### src/rtl/complex_accumulator.sv
// complex_accumulator: sums LEN accepted complex products per frame into
// saturating ACC_W-bit Re/Im accumulators and emits one registered result
// per frame with a one-cycle valid pulse and a per-frame overflow flag.
module complex_accumulator #(
  parameter int IN_W      = 16,
  parameter int ACC_W     = 20,
  parameter int LEN       = 8,
  parameter int EDGE_MODE = 1
) (
  input  logic                    clk,
  input  logic                    rst,
  input  logic signed [IN_W-1:0]  re_in,
  input  logic signed [IN_W-1:0]  im_in,
  input  logic                    valid_in,
  input  logic                    clear,
  output logic signed [ACC_W-1:0] re_acc_out,
  output logic signed [ACC_W-1:0] im_acc_out,
  output logic                    valid_out,
  output logic                    ovf_out,
  output logic                    busy
);

  // cnt holds 0..LEN-1; LEN is at most 255 so 8 bits always suffice
  localparam int CNT_W = 8;
  localparam logic [CNT_W-1:0] LAST = CNT_W'(LEN - 1);

  // Clamp an ACC_W+1 bit sum to ACC_W bits; the two top bits differ only on overflow
  function automatic logic signed [ACC_W-1:0] sat(input logic signed [ACC_W:0] x);
    if (x[ACC_W] != x[ACC_W-1]) sat = {x[ACC_W], {(ACC_W-1){~x[ACC_W]}}};
    else                        sat = x[ACC_W-1:0];
  endfunction

  // Flags that sat() would clamp this sum
  function automatic logic sat_hit(input logic signed [ACC_W:0] x);
    sat_hit = (x[ACC_W] != x[ACC_W-1]);
  endfunction

  logic signed [ACC_W-1:0] re_acc_q, re_acc_d;
  logic signed [ACC_W-1:0] im_acc_q, im_acc_d;
  logic signed [ACC_W-1:0] re_out_q, re_out_d;
  logic signed [ACC_W-1:0] im_out_q, im_out_d;
  logic [CNT_W-1:0]        cnt_q, cnt_d;
  logic                    sticky_q, sticky_d;
  logic                    valid_d_q, valid_d_d;
  logic                    vout_q, vout_d;
  logic                    ovf_q, ovf_d;
  logic                    busy_q, busy_d;

  logic                    sample;
  logic signed [ACC_W:0]   re_sum, im_sum;
  logic signed [ACC_W-1:0] re_sat, im_sat;
  logic                    sat_now;

  // Sample qualification, widened add and saturation of the running sums
  always_comb begin
    if (EDGE_MODE != 0) sample = valid_in & ~valid_d_q;
    else                sample = valid_in;
    re_sum  = $signed({re_acc_q[ACC_W-1], re_acc_q})
            + $signed({{(ACC_W+1-IN_W){re_in[IN_W-1]}}, re_in});
    im_sum  = $signed({im_acc_q[ACC_W-1], im_acc_q})
            + $signed({{(ACC_W+1-IN_W){im_in[IN_W-1]}}, im_in});
    re_sat  = sat(re_sum);
    im_sat  = sat(im_sum);
    sat_now = sat_hit(re_sum) | sat_hit(im_sum);
  end

  // Frame control: clear beats any sample, the final sample publishes the result
  always_comb begin
    re_acc_d  = re_acc_q;
    im_acc_d  = im_acc_q;
    re_out_d  = re_out_q;
    im_out_d  = im_out_q;
    cnt_d     = cnt_q;
    sticky_d  = sticky_q;
    ovf_d     = ovf_q;
    vout_d    = 1'b0;
    valid_d_d = valid_in;
    if (clear) begin
      re_acc_d = '0;
      im_acc_d = '0;
      cnt_d    = '0;
      sticky_d = 1'b0;
    end else if (sample) begin
      if (cnt_q == LAST) begin
        re_out_d = re_sat;
        im_out_d = im_sat;
        ovf_d    = sticky_q | sat_now;
        vout_d   = 1'b1;
        re_acc_d = '0;
        im_acc_d = '0;
        cnt_d    = '0;
        sticky_d = 1'b0;
      end else begin
        re_acc_d = re_sat;
        im_acc_d = im_sat;
        cnt_d    = cnt_q + 8'd1;
        sticky_d = sticky_q | sat_now;
      end
    end
    busy_d = (cnt_d != '0);
  end

  // State and output registers with synchronous reset
  always_ff @(posedge clk) begin
    if (rst) begin
      re_acc_q  <= '0;
      im_acc_q  <= '0;
      re_out_q  <= '0;
      im_out_q  <= '0;
      cnt_q     <= '0;
      sticky_q  <= 1'b0;
      valid_d_q <= 1'b0;
      vout_q    <= 1'b0;
      ovf_q     <= 1'b0;
      busy_q    <= 1'b0;
    end else begin
      re_acc_q  <= re_acc_d;
      im_acc_q  <= im_acc_d;
      re_out_q  <= re_out_d;
      im_out_q  <= im_out_d;
      cnt_q     <= cnt_d;
      sticky_q  <= sticky_d;
      valid_d_q <= valid_d_d;
      vout_q    <= vout_d;
      ovf_q     <= ovf_d;
      busy_q    <= busy_d;
    end
  end

  assign re_acc_out = re_out_q;
  assign im_acc_out = im_out_q;
  assign valid_out  = vout_q;
  assign ovf_out    = ovf_q;
  assign busy       = busy_q;

endmodule
### config.mk
export PLATFORM = sky130hd
export DESIGN_NAME = complex_accumulator
export DESIGN_NICKNAME = d
export VERILOG_FILES = /design/src/rtl/complex_accumulator.sv
export SDC_FILE = /design/constraint.sdc
export NUM_CORES = 1
export LEC_CHECK = 0
export BUFFER_PORTS_ARGS = -buffer_cell sky130_fd_sc_hd__buf_2
export CAP_MARGIN = 20
export CORE_UTILIZATION = 52
export DETAILED_ROUTE_END_ITERATION = 16
export PLACE_DENSITY_LB_ADDON = 0.05
export SKIP_LAST_GASP = 1
export SLEW_MARGIN = 20
export SYNTH_ARGS = -nofsm -noshare
export SYNTH_HDL_FRONTEND = slang
export SYNTH_SLANG_ARGS = --single-unit
### constraint.sdc
create_clock -name clk -period 2.5 [get_ports clk]
set_input_delay 0.375 -clock clk [delete_from_list [all_inputs] [get_ports clk]]
set_output_delay 0.375 -clock clk [all_outputs]
set_load 0.005 [all_outputs]
==> results by group, run 1 <==
Critical path
  – CP arrival: 2.89 ns
  – R2R depth: 11
  – WP data required: 2.77 ns
  – Slowest cell delay on critical path: 0.35 ns
  – Worst-path cell chain: ha_4 > fa_2 > a211oi_2 > o211ai_1 > a21boi_2 > o21ai_4 > a21boi_2 > nor3b_4 > buf_12 > o21bai_4 > a22o_1
  – CP Class: reg2reg
  – Slowest cell on crit path: fa_2
  – CP max FO: 10
  – CP startpoint kind: flop
  – CP Capture Type: flop
  – CP most frequent cell: a21boi_2

Synthesis
  – Mapped Nets: 727
  – Sequential area share after synthesis: 35.2%
  – Syn. warnings: 0
  – Gate count after technology mapping: 648
  – #FFs+latches synth: 93
  – Yosys cell types: 60
  – Post-synth EDFFs: 0
  – Most used flip-flop cell after synthesis: dfxtp_1
  – Cell area after synthesis: 5280 um2
  – Ys async rst share: 0%
  – Synthesized area per cell: 8.15 um2

Timing
  – Min Clock Period, post-route: 2.62 ns
  – Tcrit/Tclk final: 105%
  – Unrepaired setup endpoints after global routing: true
  – Final number of max-transition violations: 0
  – WHS: 0.237 ns
  – Finish-stage setup viols: 36
  – Final worst setup slack: -0.117 ns
  – Final-report hold violation count: 0
  – Skew final: 0.0137 ns
  – Worst Max-Slew Pin Slew: 0.778 ns
  – Relative slew slack: 48.1%
  – Fin Setup TNS: -2.03 ns
  – Fmax: 382 MHz

Clock network
  – CTS Sinks: 93
  – Root Buffer Master: clkbuf_8
  – CTS HTree Levels: 3
  – Clk_lat worst skew: 0.38 ns
  – Worst-path clk slew: 0.10 ns
  – CTS tree: done
  – Max clock buf depth: 2
  – CTS Buf Count: 9
  – Hold_buf cts: 0

Power
  – Sequential power share: 43.1%
  – Clock share of power: 26.4%
  – Cell Pwr Density: 468 nW/um2
  – Comb pwr share: 30.6%
  – Peak supply drop: 270 uV
  – NetSw: 1.18 mW
  – Sw Ratio: 32.9%
  – Int Power: 2.41 mW
  – Leak Pwr: 3.35 nW
  – Pwr Total: 3.59 mW

Final layout
  – Sequential cell area: 1880 um2
  – Layout cells sized above 1: 41.9%
  – Area of the multi-input gates: 4000 um2
  – Finished Cell Area: 7670 um2
  – Cell Count, Final, Fillers Out: 966
  – Fillers: 720
  – # diodes: 0
  – Nets: 907
  – Fin util: 78.1%
  – Area grow syn2layout: 45.1%

GRT
  – First-pass GRT wire length: 24500 um
  – Vias in the first global route: 5242
  – Initial antenna violation count: 1
  – Gr ovfl total: 0
  – GRT Total Usage: 30.0%
  – Pin count of the biggest net entering global routing: 34

Floorplan
  – DIE AREA: 10600 um2
  – Chip width: 103 um
  – I/O Pins: 79
  – Initial Utilization: 53.8%
  – FP Rows: 36
  – Die Height: 103 um
  – Core box area: 9820 um2

Route
  – Routed len/inst: 16.7 um
  – Via count: 5462
  – Via density per instance: 5.65
  – TritonRoute pass-1 iters: 4
  – First DRT Iteration DRCs: 189
  – Post-route antenna net violation count: 0
  – WL final: 16200 um
  – Drt drc: 0

Worst hold path
  – Min-delay worst type: in2reg
  – Hold Path Stages: 2

Placement
  – HPWL after detailed placement: 10700 um
  – Area post-placement: 6510 um2
  – Placed instance count: 927
  – PortBufs: 78
  – Placer congestion estimate: 0.893
  – Post-Place Worst Slack: -0.574 ns

Run
  – Max-cap violation count: 0

Status
  – Failing checks: setup timing
  – Status: finished, violations left
cell type report:
| class | instances | share of cell area, % |
|---|---|---|
| inverter | 7 | 0.343 |
| clock inverter | 7 | 0.653 |
| clock buffer | 9 | 1.62 |
| tap | 133 | 2.17 |
| multi-input combinational | 522 | 52.2 |
| timing repair buffer | 195 | 18.6 |
| sequential | 93 | 24.5 |
cell usage after synthesis, drive strengths merged, types with 2 or more instances:
cell,number,area [um2]
ha,41,513
nand2b,5,31.3
o21a,4,30.0
a31oi,5,31.3
o21ai,85,440
or2,5,31.3
a21o,15,114
a32o,2,20.0
inv,7,26.3
o211ai,5,37.5
a211oi,16,120
a21oi,45,225
a21boi,6,52.5
nand2,96,360
xor2,16,140
mux2i,3,42.5
nor2,70,263
and3,5,31.3
a22o,6,52.6
dfxtp,93,1860
nor3,6,35.0
nor2b,8,52.6
fa,2,40.0
and2,2,12.5
xnor2,24,210
o21bai,8,60.1
clkbuf,20,76.3
buf,6,38.8
nor3b,2,26.3
maj3,3,31.3
o31ai,2,28.8
nand3,11,55.1
nand4,9,56.3
o22ai,4,25.0
final timing paths:
check	start	to	slack (ns)
hold reg to reg	re_acc_out[4]	re_acc_out[4]	0.45
setup reg to reg	im_acc_q[0]	im_acc_out[11]	-0.12
setup / recovery	im_acc_q[0]	im_acc_out[11]	-0.12
hold / removal	clear	valid_out	0.24
state kept, by name (all words and copies together), names as in the netlist:
register,flops
busy,1
im_acc_q,20
valid_d_q,1
re_acc_out,20
valid_out,1
ovf_out,1
im_acc_out,20
cnt_q,8
sticky_q,1
re_acc_q,20
cell usage in the layout (no fill, tap or decap), types with 9 or more instances in the layout:
cell type / count
a211oi_1: 9
clkbuf_8: 9
nand4_1: 9
buf_4: 98
xor2_1: 14
ha_4: 18
nor2_4: 14
nand3_1: 10
dfxtp_1: 82
o21ai_0: 26
buf_2: 78
o21ai_2: 24
a21oi_1: 40
a21o_1: 14
nand2_1: 93
ha_1: 22
buf_6: 11
o21ai_1: 30
dfxtp_2: 11
nor2_2: 10
nor2_1: 46
xnor2_1: 22
worst max-delay path, delay by kind of cell (launching register included):
family          cells  cell delay, ns
compound gates      7            1.41
fa+ha+maj           2            0.51
flops               1            0.34
buf+inv             1            0.16
simple gates        1            0.09
metal layers:
metal  vias up  share of wire, %  wire length (um)  global-route usage, %
met5         -             0.080                13                      0
met4         2               3.6               586                   15.0
met3        55               4.8               781                   5.83
met2       172                50              8090                   51.6
met1      2570                41              6690                   35.9
li1       2663                 -                 -                      -
repair_timing:
action | 4_1_cts | 5_1_grt
pin swaps | 43 | 49
endpoints found under the setup margin | 73 | 81
setup buffers | 17 | 6
gates cloned | 4 | 0
gates resized for setup | 84 | 105
power by group through the flow:
stage / clock network (mW) / logic [mW] / registers (mW)
final: 0.947 / 1.10 / 1.55
after global routing: 1.02 / 1.18 / 1.55
after CTS: 0.958 / 0.933 / 1.54
after detailed placement: 0 / 0.789 / 1.57
after global placement: 0 / 0.767 / 1.57
after floorplan: 0 / 0.491 / 1.56
logic make-up after synthesis:
logic type                 count (synthesis)  share of synthesized area [%]
AOI/OAI and AO/OA                        210                           24.9
xor gates and xnor gates                  40                           6.63
adders and majority gates                 46                           11.1
buffers and inverters                     33                           2.68
DFF                                       93                           35.2
muxes                                      3                          0.805
and+or+nand+nor                          223                           18.7
Note: power is estimated with default switching activity, not from simulation.
==> run 2: changes to the inputs <==
Settings changed: CORE_MARGIN set to 2, MAX_ROUTING_LAYER set to met4.
==> results by group, run 2 (synthesis results as in run 1) <==
Clock network
  – CTS Sinks: 93 (unchanged)
  – CTS HTree Levels: 3 (unchanged)
  – Root Buffer Master: clkbuf_8
  – CTS tree: done
  – CTS Buf Count: 9 (unchanged)
  – Worst-path clk slew: 0.09 ns (about the same)
  – Clk_lat worst skew: 0.37 ns (about the same)
  – Max clock buf depth: 2 (unchanged)

Critical path
  – Worst-path cell chain: ha_4 > fa_2 > a211oi_2 > o211ai_1 > a21boi_2 > o21ai_2 > a21bo_4 > o21ai_4 > o21ai_4 > buf_12 > o21ai_0
  – CP most frequent cell: o21ai_4
  – Slowest cell delay on critical path: 0.36 ns (about the same)
  – WP data required: 2.76 ns (about the same)
  – CP Capture Type: flop
  – Largest delay share family, worst path: compound AO/OA/AOI/OAI gates
  – CP arrival: 2.90 ns (about the same)
  – CP startpoint kind: flop
  – Slowest cell on crit path: fa_2
  – CP max FO: 7 (-3)
  – CP Class: reg2reg
  – Worst Path Buf+Inv: 1 (unchanged)

Power
  – Comb pwr share: 27.8% (-2.8 points)
  – NetSw: 1.11 mW (-6.0%)
  – Sequential power share: 42.4% (-0.7 points)
  – Clock share of power: 29.7% (+3.3 points)
  – Leak Pwr: 3.42 nW (+2.1%)
  – Int Power: 2.52 mW (+4.8%)
  – Sw Ratio: 30.6% (-2.3 points)
  – Pwr Total: 3.64 mW (+1.2%)
  – Peak supply drop: 368 uV (+36%)
  – Cell Pwr Density: 478 nW/um2 (+2.1%)

Final layout
  – Area grow syn2layout: 43.9%
  – Nets: 923 (+1.8%)
  – Fin util: 77.5% (-0.62 points)
  – Commonest non-fill, non-tap cells in the layout: buf_4, nand2_1, dfxtp_1
  – Cell Count, Final, Fillers Out: 983 (+1.8%)
  – Leading cell type in the layout, fill and taps excluded: buf_4
  – Layout cells sized above 1: 39.7% (-2.2 points)

Floorplan
  – Core box area: 9820 um2 (unchanged)
  – Die Height: 105 um (+1.9%)
  – I/O Pins: 79 (unchanged)
  – FP Rows: 36 (unchanged)
  – Chip width: 105 um (+1.9%)
  – Initial Utilization: 53.8% (unchanged)
  – DIE AREA: 11000 um2 (+3.9%)

GRT
  – Vias in the first global route: 5105 (-2.6%)
  – Pin count of the biggest net entering global routing: 34 (unchanged)
  – GRT Total Usage: 28.0% (-2.1 points)
  – Initial antenna violation count: 1 (unchanged)
  – First-pass GRT wire length: 24300 um (-0.76%)
  – Gr ovfl total: 0 (unchanged)

Timing
  – Unrepaired setup endpoints after global routing: true
  – Final number of max-transition violations: 0 (unchanged)
  – Worst Max-Slew Pin Slew: 0.705 ns (-0.0731 ns)
  – Finish-stage setup viols: 40 (+11%)
  – Final worst setup slack: -0.140 ns (-0.0227 ns)
  – Fin Setup TNS: -2.67 ns (-0.643 ns)
  – Tcrit/Tclk final: 106% (+0.91 points)
  – WHS: 0.240 ns (+0.00321 ns)
  – Min Clock Period, post-route: 2.64 ns (+0.0227 ns)
  – Fmax: 379 MHz (-0.86%)
  – Final-report hold violation count: 0 (unchanged)
  – Relative slew slack: 53.0% (+4.9 points)
  – Skew final: 0.00794 ns (-0.00578 ns)

Route
  – Via count: 5434 (-0.51%)
  – WL final: 16000 um (-1.2%)
  – Drt drc: 0 (unchanged)
  – First DRT Iteration DRCs: 277 (+47%)
  – TritonRoute pass-1 iters: 5 (+1)
  – Routed len/inst: 16.2 um (-2.9%)
  – Via density per instance: 5.53 (-2.2%)
  – Post-route antenna net violation count: 0 (unchanged)

Status
  – Failing checks: setup timing
  – Status: finished, violations left

Run
  – Max-cap violation count: 0 (unchanged)

Placement
  – Placer congestion estimate: 0.855 (-4.3%)
  – Placed instance count: 944 (+1.8%)
  – HPWL after detailed placement: 10800 um (+1.4%)
  – PortBufs: 78 (unchanged)

Worst hold path
  – Min-delay worst type: in2reg
run 2: power groups by stage:
stage	Sequential (mW)	Combinational, mW	Clock [mW]
2_1_floorplan	1.56	0.491	0
3_3_place_gp	1.57	0.795	0
3_5_place_dp	1.57	0.813	0
4_1_cts	1.54	0.879	1.08
5_1_grt	1.55	1.10	1.16
6_report	1.54	1.01	1.08
run 2: layout make-up:
class	count	area, um2
Timing Repair Buffer	211	1510
Clock buffer	12	155
Inverter	7	26.3
Fill cell	735	2210
Tap cell	133	166
Multi-Input combinational cell	522	3820
Antenna cell	1	2.50
Sequential cell	93	1870
Clock inverter	4	55.1
run 2: what timing repair did:
action	CTS	global route
resized for setup	25	109
hold buffers	0	0
setup buffers	8	13
setup endpoints to repair	77	81
gates cloned	1	2
pin swaps	18	43
run 2: worst paths after layout:
check	start	end	slack [ns]	depth (start not counted)
max	im_acc_q[0]	im_acc_out[5]	-0.14	11
min	valid_in	valid_d_q	0.24	2
max reg2reg	im_acc_q[0]	im_acc_out[5]	-0.14	11
min reg2reg	im_acc_q[12]	im_acc_q[12]	0.46	2
run 2: metal layers:
layer  share of wire [%]  GRT usage [%]
met5                   0              -
met4                 1.6           6.76
met2                  51           47.9
met3                 5.0           4.74
met1                  43           34.4
run 2: per-stage QoR:
stage	area, um2	setup WS, ns
floorplan	5320	-0.00673
global placement	6640	-0.466
detailed placement	6640	-0.511
CTS	7060	-0.141
global route	7610	-0.249
finish	7610	-0.140
